File: config.mk
export PLATFORM = sky130hd
export DESIGN_NAME = debounce_pulse_gen
export DESIGN_NICKNAME = d
export VERILOG_FILES = /design/src/rtl/debounce_pulse_gen.sv
export SDC_FILE = /design/constraint.sdc
export NUM_CORES = 1
export LEC_CHECK = 0
export CAP_MARGIN = 5
export CORE_AREA = 2 2 61 58
export DETAILED_ROUTE_END_ITERATION = 8
export DIE_AREA = 0 0 63 60
export HOLD_SLACK_MARGIN = 0.15
export SETUP_SLACK_MARGIN = 0.2
export SLEW_MARGIN = 5
export SYNTH_ARGS = -nofsm -noshare
export SYNTH_HDL_FRONTEND = slang
export SYNTH_SLANG_ARGS = --single-unit
File: constraint.sdc
create_clock -name clk -period 1.7 [get_ports clk]
set_clock_uncertainty 0.05 [all_clocks]
set_input_delay 0.51 -clock clk [delete_from_list [all_inputs] [get_ports clk]]
set_output_delay 0.51 -clock clk [all_outputs]
set_load 0.02 [all_outputs]
File: src/rtl/debounce_pulse_gen.sv
// Debouncer for a raw bouncing button: synchronizer, 4-state qualifier FSM,
// registered level/edge-pulse outputs and a saturating count of aborted transitions.
module debounce_pulse_gen #(
   parameter int SYNC_STAGES     = 2,
   parameter int DEBOUNCE_CYCLES = 16,
   parameter int GLITCH_W        = 8
) (
   input  logic                clk,
   input  logic                reset_n,
   input  logic                btn_in,
   output logic                level_o,
   output logic                rise_pulse_o,
   output logic                fall_pulse_o,
   output logic                busy_o,
   output logic [GLITCH_W-1:0] glitch_cnt_o
);

   localparam int CW = $clog2(DEBOUNCE_CYCLES);
   localparam logic [CW-1:0] CNT_LAST = CW'(DEBOUNCE_CYCLES - 1);

   typedef enum logic [1:0] {
      IDLE_LOW  = 2'd0,
      WAIT_HIGH = 2'd1,
      IDLE_HIGH = 2'd2,
      WAIT_LOW  = 2'd3
   } state_t;

   logic [SYNC_STAGES-1:0] sync_q;
   logic [SYNC_STAGES-1:0] sync_d;
   logic                   s;
   state_t                 state_q;
   logic [CW-1:0]          cnt_q;
   logic                   level_q;
   logic                   rise_q;
   logic                   fall_q;
   logic                   busy_q;
   logic [GLITCH_W-1:0]    glitch_q;

   assign sync_d = {sync_q[SYNC_STAGES-2:0], btn_in};
   assign s      = sync_q[SYNC_STAGES-1];

   always_ff @(posedge clk or negedge reset_n) begin
      if (!reset_n) begin
         sync_q <= '0;
      end else begin
         sync_q <= sync_d;
      end
   end

   // Pulses default low every cycle so they can only ever last one clock.
   always_ff @(posedge clk or negedge reset_n) begin
      if (!reset_n) begin
         state_q  <= IDLE_LOW;
         cnt_q    <= '0;
         level_q  <= 1'b0;
         rise_q   <= 1'b0;
         fall_q   <= 1'b0;
         busy_q   <= 1'b0;
         glitch_q <= '0;
      end else begin
         rise_q <= 1'b0;
         fall_q <= 1'b0;
         case (state_q)
            IDLE_LOW: begin
               if (s) begin
                  state_q <= WAIT_HIGH;
                  busy_q  <= 1'b1;
                  cnt_q   <= CW'(1);
               end
            end
            WAIT_HIGH: begin
               if (!s) begin
                  state_q <= IDLE_LOW;
                  busy_q  <= 1'b0;
                  cnt_q   <= '0;
                  if (glitch_q != '1) glitch_q <= glitch_q + 1'b1;
               end else if (cnt_q == CNT_LAST) begin
                  state_q <= IDLE_HIGH;
                  busy_q  <= 1'b0;
                  cnt_q   <= '0;
                  level_q <= 1'b1;
                  rise_q  <= 1'b1;
               end else begin
                  cnt_q <= cnt_q + 1'b1;
               end
            end
            IDLE_HIGH: begin
               if (!s) begin
                  state_q <= WAIT_LOW;
                  busy_q  <= 1'b1;
                  cnt_q   <= CW'(1);
               end
            end
            WAIT_LOW: begin
               if (s) begin
                  state_q <= IDLE_HIGH;
                  busy_q  <= 1'b0;
                  cnt_q   <= '0;
                  if (glitch_q != '1) glitch_q <= glitch_q + 1'b1;
               end else if (cnt_q == CNT_LAST) begin
                  state_q <= IDLE_LOW;
                  busy_q  <= 1'b0;
                  cnt_q   <= '0;
                  level_q <= 1'b0;
                  fall_q  <= 1'b1;
               end else begin
                  cnt_q <= cnt_q + 1'b1;
               end
            end
            default: begin
               state_q <= IDLE_LOW;
               busy_q  <= 1'b0;
               cnt_q   <= '0;
            end
         endcase
      end
   end

   assign level_o      = level_q;
   assign rise_pulse_o = rise_q;
   assign fall_pulse_o = fall_q;
   assign busy_o       = busy_q;
   assign glitch_cnt_o = glitch_q;

endmodule

==> out/metrics.csv, run 1 <==
metric,value,unit
outcome,"complete, no violations",
start_util,28.4,%
grt_pass1_vias,784,
io_pins,15,
drv_slew,0,
ys_warn_count,0,
reg2reg_from,glitch_cnt_o[7]$_DFFE_PN0P_,
path_buf_inv,1,
ys_seq_area_share,55.5,%
crit_path_end_kind,flip-flop,
critPathTopFamily,flip-flops,
pwr-share-seq,41.3,%
slowest_stage,dfrtp_1,
worst_ep_arrival_time,1.64,ns
p_sw,0.521,mW
drtIter0Drc,23,
ys_ff_latch,20,
fin_util,39.1,%
r2r_cells,5,
total_power,1.50,mW
synthCells,83,
gp_congestion,0.833,
drv_cap,0,
whs_path_depth,0,
wl_per_cell,11.6,um
hpwlAfterDp,1200,um
wl,1880,um
multi_input_area,409,um^2
hold_violations,0,
p_per_area,1210,nW/um^2
vias,751,
grt_max_degree,21,
syn_area,902,um^2
sw_frac_of_total,34.6,%
combPwrFrac,40.2,%
crit_required,1.85,ns
root_buffer,clkbuf_4,
ant_nets,0,
setup_viol,0,
fill_cells,329,
synthArstFlopShare,100,%
grt_pass1_wl,3390,um
cts_hold_buf,0,
r2r_slack,0.21,ns
yosys.cell_types.count,30,
clock_path_buffers,2,
period_share,87.5,%
path_cells,buf_4 > nand3_1 > nand2b_4 > o211ai_2 > mux2_4,
path_max_fanout,4,
synth_edf_count,0,
relSlewSlack,79.7,%
peakVddDrop,0.000451,V
n_antenna_cell,0,
port-buffer-count,14,
die-area,3780,um^2
leakagePower,0.613,nW
drive_gt1_share,40.3,%
worst_slew_pin_slew,0.302,ns
p_clk_share,18.4,%
critPathLaunchType,flip-flop,
clk_pin_slew,0.11,ns
ys.flop_type,dfrtp_1,
critical_path_class,flip-flop to flip-flop,
nets,125,
drtPass1Iterations,4,
syn_avg_cell_area,10.9,um^2
clock_sinks,20,
grt_overflow_total,0,
die_x,63,um
row_count,20,
antenna_found_initial,0,
cts_buffers,3,
hold_class,flip-flop to flip-flop,
drc,0,
die_y,60,um
timing.fmax,0.672,GHz
regArea,503,um^2
syn_to_final_growth,37.9,%
core_area,3180,um^2
grtUsageTotal,11.6,%
htree_levels,1,
hold_end,sync_q[1]$_DFF_PN0_,
tns,0,ns
fin_crit,1.49,ns
insertion_delay,0.30,ns
syn-num-nets,88,
avgViaCountPerCell,4.61,
min_from,sync_q[0]$_DFF_PN0_,
slowest_delay,0.40,ns
rsz0062_at_grt,yes,
timing.rr.end,glitch_cnt_o[1]$_DFFE_PN0P_,
cts_tree,yes,
p_int,0.984,mW
## worst reg2reg max path: stages (launching register included)
cell      delay, ns
dfrtp_1        0.40
buf_4          0.13
nand3_1        0.10
nand2b_4       0.17
o211ai_2       0.22
mux2_4         0.32
## flip-flops by register name, indices dropped and copies added (netlist names), named ones only
signal / count
sync_q: 2
cnt_q: 4
state_q: 1
level_o: 1
rise_pulse_o: 1
glitch_cnt_o: 8
busy_o: 1
fall_pulse_o: 1
## layout make-up
class | instances | share of cell area (%)
sequential | 20 | 40.4
multi-input combinational | 60 | 32.9
timing repair buffer | 33 | 18.7
tap | 44 | 4.43
clock buffer | 4 | 2.92
inverter | 2 | 0.604
## worst max-delay path by stage
| stage | from | to | slack (ns) | cells after the start |
|---|---|---|---|---|
| 2_1_floorplan | glitch_cnt_o[0]$_DFFE_PN0P_ | glitch_cnt_o[1]$_DFFE_PN0P_ | 0.23 | 4 |
| 3_3_place_gp | glitch_cnt_o[2]$_DFFE_PN0P_ | glitch_cnt_o[2] | 0.14 | 1 |
| 3_5_place_dp | glitch_cnt_o[0]$_DFFE_PN0P_ | glitch_cnt_o[0] | 0.13 | 1 |
| 4_1_cts | glitch_cnt_o[6]$_DFFE_PN0P_ | glitch_cnt_o[6] | 0.18 | 1 |
| 5_1_grt | glitch_cnt_o[7]$_DFFE_PN0P_ | glitch_cnt_o[1]$_DFFE_PN0P_ | 0.16 | 5 |
| 6_report | glitch_cnt_o[7]$_DFFE_PN0P_ | glitch_cnt_o[1]$_DFFE_PN0P_ | 0.21 | 5 |
## cell usage in the layout (no fill, tap or decap), types with 3 or more instances in the layout
master / n
o21ai_0: 4
nand3_1: 6
dfrtp_1: 18
buf_2: 11
a21oi_1: 8
nand2_1: 8
clkbuf_4: 3
nor2_1: 4
buf_4: 18
## per-stage QoR
step	instances	cell area, um^2	setup WS [ns]	hold WS, ns
floorplan	83	902	0.226	0.164
global placement	145	1130	0.136	0.283
detailed placement	145	1130	0.130	0.290
CTS	163	1220	0.181	0.317
global route	163	1240	0.157	0.336
finish	163	1240	0.212	0.312
## Yosys cell counts (2+ instances only)
cell,number,area (um^2)
nor2_1,5,18.8
o21a_1,2,15.0
nand3_1,7,35.0
a21oi_1,8,40.0
dfrtp_1,20,500
ha_1,2,25.0
inv_1,2,7.51
nand2_1,9,33.8
o21ai_0,4,20.0
xnor2_1,2,17.5
a31oi_1,2,12.5
xor2_1,2,17.5
## repair_timing
action | CTS | global route
pin swaps | 0 | 3
endpoints found under the setup margin | 13 | 6
setup buffers | 14 | 0
hold endpoints to repair | 0 | 0
gates resized for setup | 48 | 10
cloned | 0 | 0
## power by group through the flow
stage                     clock network (mW)  logic (mW)  registers (mW)
after CTS                              0.289       0.556           0.614
final                                  0.277       0.605           0.622
after global routing                   0.305       0.657           0.635
after global placement                     0       0.450           0.652
after floorplan                            0       0.167           0.733
after detailed placement                   0       0.455           0.660
## metal layers
layer  global-route usage (%)  part of all wire (%)  vias up  wire, um
li1                         -                     -      365         -
met3                     4.14                   6.1        2       115
met2                     19.1                    48       20       906
met5                        0                     0        -         0
met4                     3.49                  0.69        0        13
met1                     14.4                    45      364       847
## kinds of logic after synthesis
family	share of synthesized area (%)
multiplexers	2.91
AO/OA/AOI/OAI	13.6
AND/OR/NAND/NOR	18.3
XOR/XNOR	5.69
buffers and inverters	1.25
flip-flops	55.5
adder cells (fa/ha/maj)	2.77
No activity file was read; power rests on OpenSTA's default activity.
==> inputs of run 2 (changes only) <==
--- a/config.mk
+++ b/config.mk
@@ -7,9 +7,11 @@
 export LEC_CHECK = 0
 export CAP_MARGIN = 5
 export CORE_AREA = 2 2 61 58
+export CTS_CLUSTER_SIZE = 10
 export DETAILED_ROUTE_END_ITERATION = 8
 export DIE_AREA = 0 0 63 60
 export HOLD_SLACK_MARGIN = 0.15
+export RECOVER_POWER = 100
 export SETUP_SLACK_MARGIN = 0.2
 export SLEW_MARGIN = 5
 export SYNTH_ARGS = -nofsm -noshare
==> run 2 against run 1 <==
Worst setup slack got worse by 0.048 ns. Total power decreased by 4.8%. Maximum frequency decreased by 3.1%. Final cell count unchanged. Via count increased by 0.93%. Worst hold slack about the same. Global-route usage unchanged. Final area decreased by 5.0%. Critical endpoint unchanged.
==> out/metrics.csv, run 2 (synthesis results as in run 1) <==
metric,value,unit,change
rsz0062_at_grt,yes,,unchanged
slowest_delay,0.40,ns,about the same
timing.fmax,0.651,GHz,was 0.672 GHz
hpwlAfterDp,1200,um,unchanged
syn_to_final_growth,30.9,%,was 37.9%
worst_ep_arrival_time,1.69,ns,was 1.64 ns
ant_nets,0,,unchanged
r2r_cells,5,,unchanged
drv_cap,0,,unchanged
drc,0,,unchanged
vias,758,,was 751
core_area,3180,um^2,unchanged
gp_congestion,0.833,,unchanged
clock_sinks,20,,unchanged
wl,1880,um,about the same
grt_pass1_wl,3390,um,unchanged
largest_reg_flops,8,,unchanged
hold_end,sync_q[1]$_DFF_PN0_,,unchanged
avgViaCountPerCell,4.65,,was 4.61
outcome,"complete, no violations",,unchanged
min_from,sync_q[0]$_DFF_PN0_,,unchanged
relSlewSlack,66.3,%,was 79.7%
period_share,90.3,%,was 87.5%
hold_class,flip-flop to flip-flop,,unchanged
die-area,3780,um^2,unchanged
die_x,63,um,unchanged
peakVddDrop,0.000449,V,was 0.000451 V
grt_overflow_total,0,,unchanged
die_y,60,um,unchanged
row_count,20,,unchanged
critPathTopFamily,flip-flops,,unchanged
htree_levels,1,,unchanged
slowest_stage,dfrtp_1,,unchanged
cts_buffers,3,,unchanged
fin_crit,1.54,ns,was 1.49 ns
final_cell_mix,"19 x dfrtp_1, 15 x clkbuf_1, 15 x buf_4, 8 x nand2_1, 8 x a21oi_1",,"was 18 x dfrtp_1, 18 x buf_4, 11 x buf_2, 8 x nand2_1, 8 x a21oi_1"
r2r_slack,0.16,ns,was 0.21 ns
grt_max_degree,21,,unchanged
insertion_delay,0.30,ns,about the same
root_buffer,clkbuf_4,,unchanged
timing.rr.end,glitch_cnt_o[1]$_DFFE_PN0P_,,unchanged
path_cells,buf_4 > nand3_1 > nand2b_1 > o211ai_2 > mux2_4,,was buf_4 > nand3_1 > nand2b_4 > o211ai_2 > mux2_4
total_power,1.43,mW,was 1.50 mW
crit_required,1.85,ns,about the same
path_max_fanout,4,,unchanged
path_buf_inv,1,,unchanged
drive_gt1_share,23.5,%,was 40.3%
drtPass1Iterations,4,,unchanged
holdWs,0.312,ns,about the same
hold_violations,0,,unchanged
clk_pin_slew,0.11,ns,about the same
antenna_found_initial,0,,unchanged
reg2reg_from,glitch_cnt_o[7]$_DFFE_PN0P_,,unchanged
crit_path_end_kind,flip-flop,,unchanged
wl_per_cell,11.5,um,was 11.6 um
drv_slew,0,,unchanged
grtUsageTotal,11.6,%,unchanged
nets,125,,unchanged
leakagePower,0.544,nW,was 0.613 nW
p_per_area,1210,nW/um^2,about the same
critical_path_class,flip-flop to flip-flop,,unchanged
critPathLaunchType,flip-flop,,unchanged
clock_path_buffers,2,,unchanged
port-buffer-count,14,,unchanged
drtIter0Drc,20,,was 23
whs_path_depth,0,,unchanged
setup_viol,0,,unchanged
io_pins,15,,unchanged
worst_slew_pin_slew,0.506,ns,was 0.302 ns
tns,0,ns,unchanged
final_common_cell,dfrtp_1,,
grt_pass1_vias,784,,unchanged
cts_tree,yes,,unchanged
start_util,28.4,%,unchanged
cts_hold_buf,0,,unchanged
n_antenna_cell,0,,unchanged
## run 2: cell types whose count changed in the layout (fill, tap and decap cells not counted), moves of 2 or more
cell	before	now
buf_2	11	0
clkbuf_1	0	15
clkdlybuf4s50_1	2	0
dlygate4sd3_1	0	2
buf_6	2	0
buf_4	18	15
## run 2: cell type report
cell class / instances / area (um^2)
multi-input combinational: 60 / 387
fill: 346 / 2000
timing repair buffer: 33 / 194
sequential: 20 / 502
tap: 44 / 55.1
inverter: 2 / 7.51
clock buffer: 4 / 36.3
## run 2: what timing repair did
action | 4_1_cts | 5_1_grt
gates resized for setup | 48 | 10
endpoints found under the hold margin | 0 | 0
pin swaps | 0 | 3
buffers inserted | 14 | 0
setup endpoints to repair | 13 | 6
## run 2: worst max-delay path by stage
| stage | startpoint | end | slack, ns | cells past startpoint |
|---|---|---|---|---|
| after detailed placement | glitch_cnt_o[0]$_DFFE_PN0P_ | glitch_cnt_o[0] | 0.13 | 1 |
| after global routing | sync_q[1]$_DFF_PN0_ | busy_o$_DFFE_PN0P_ | 0.09 | 4 |
| after global placement | glitch_cnt_o[2]$_DFFE_PN0P_ | glitch_cnt_o[2] | 0.14 | 1 |
| after floorplan | glitch_cnt_o[0]$_DFFE_PN0P_ | glitch_cnt_o[1]$_DFFE_PN0P_ | 0.23 | 4 |
| final | glitch_cnt_o[7]$_DFFE_PN0P_ | glitch_cnt_o[1]$_DFFE_PN0P_ | 0.16 | 5 |
| after CTS | glitch_cnt_o[6]$_DFFE_PN0P_ | glitch_cnt_o[6] | 0.18 | 1 |
## run 2: metrics by stage
stage          area, um^2  worst slack [ns]  cells  util, %
2_1_floorplan         902             0.226     83        -
3_3_place_gp         1130             0.136    145     35.6
3_5_place_dp         1130             0.130    145     35.6
4_1_cts              1220             0.181    163     38.4
5_1_grt              1180            0.0864    163     37.2
6_report             1180             0.164    163     37.2
## run 2: report_power, final
part | switching (mW) | total, mW | internal (mW) | leakage (nW)
sequential | 0.0601 | 0.618 | 0.558 | 0.254
clock | 0.146 | 0.276 | 0.131 | 0.0210
combinational | 0.300 | 0.537 | 0.237 | 0.270
## run 2: routing by layer
layer  up-vias  share of wire (%)  GRT usage (%)
li1        368                  -              -
met1       364                 45           14.4
met2        24                 48           19.1
met3         2                6.3           4.14
met4         0               0.69           3.49
met5         -                  0              0
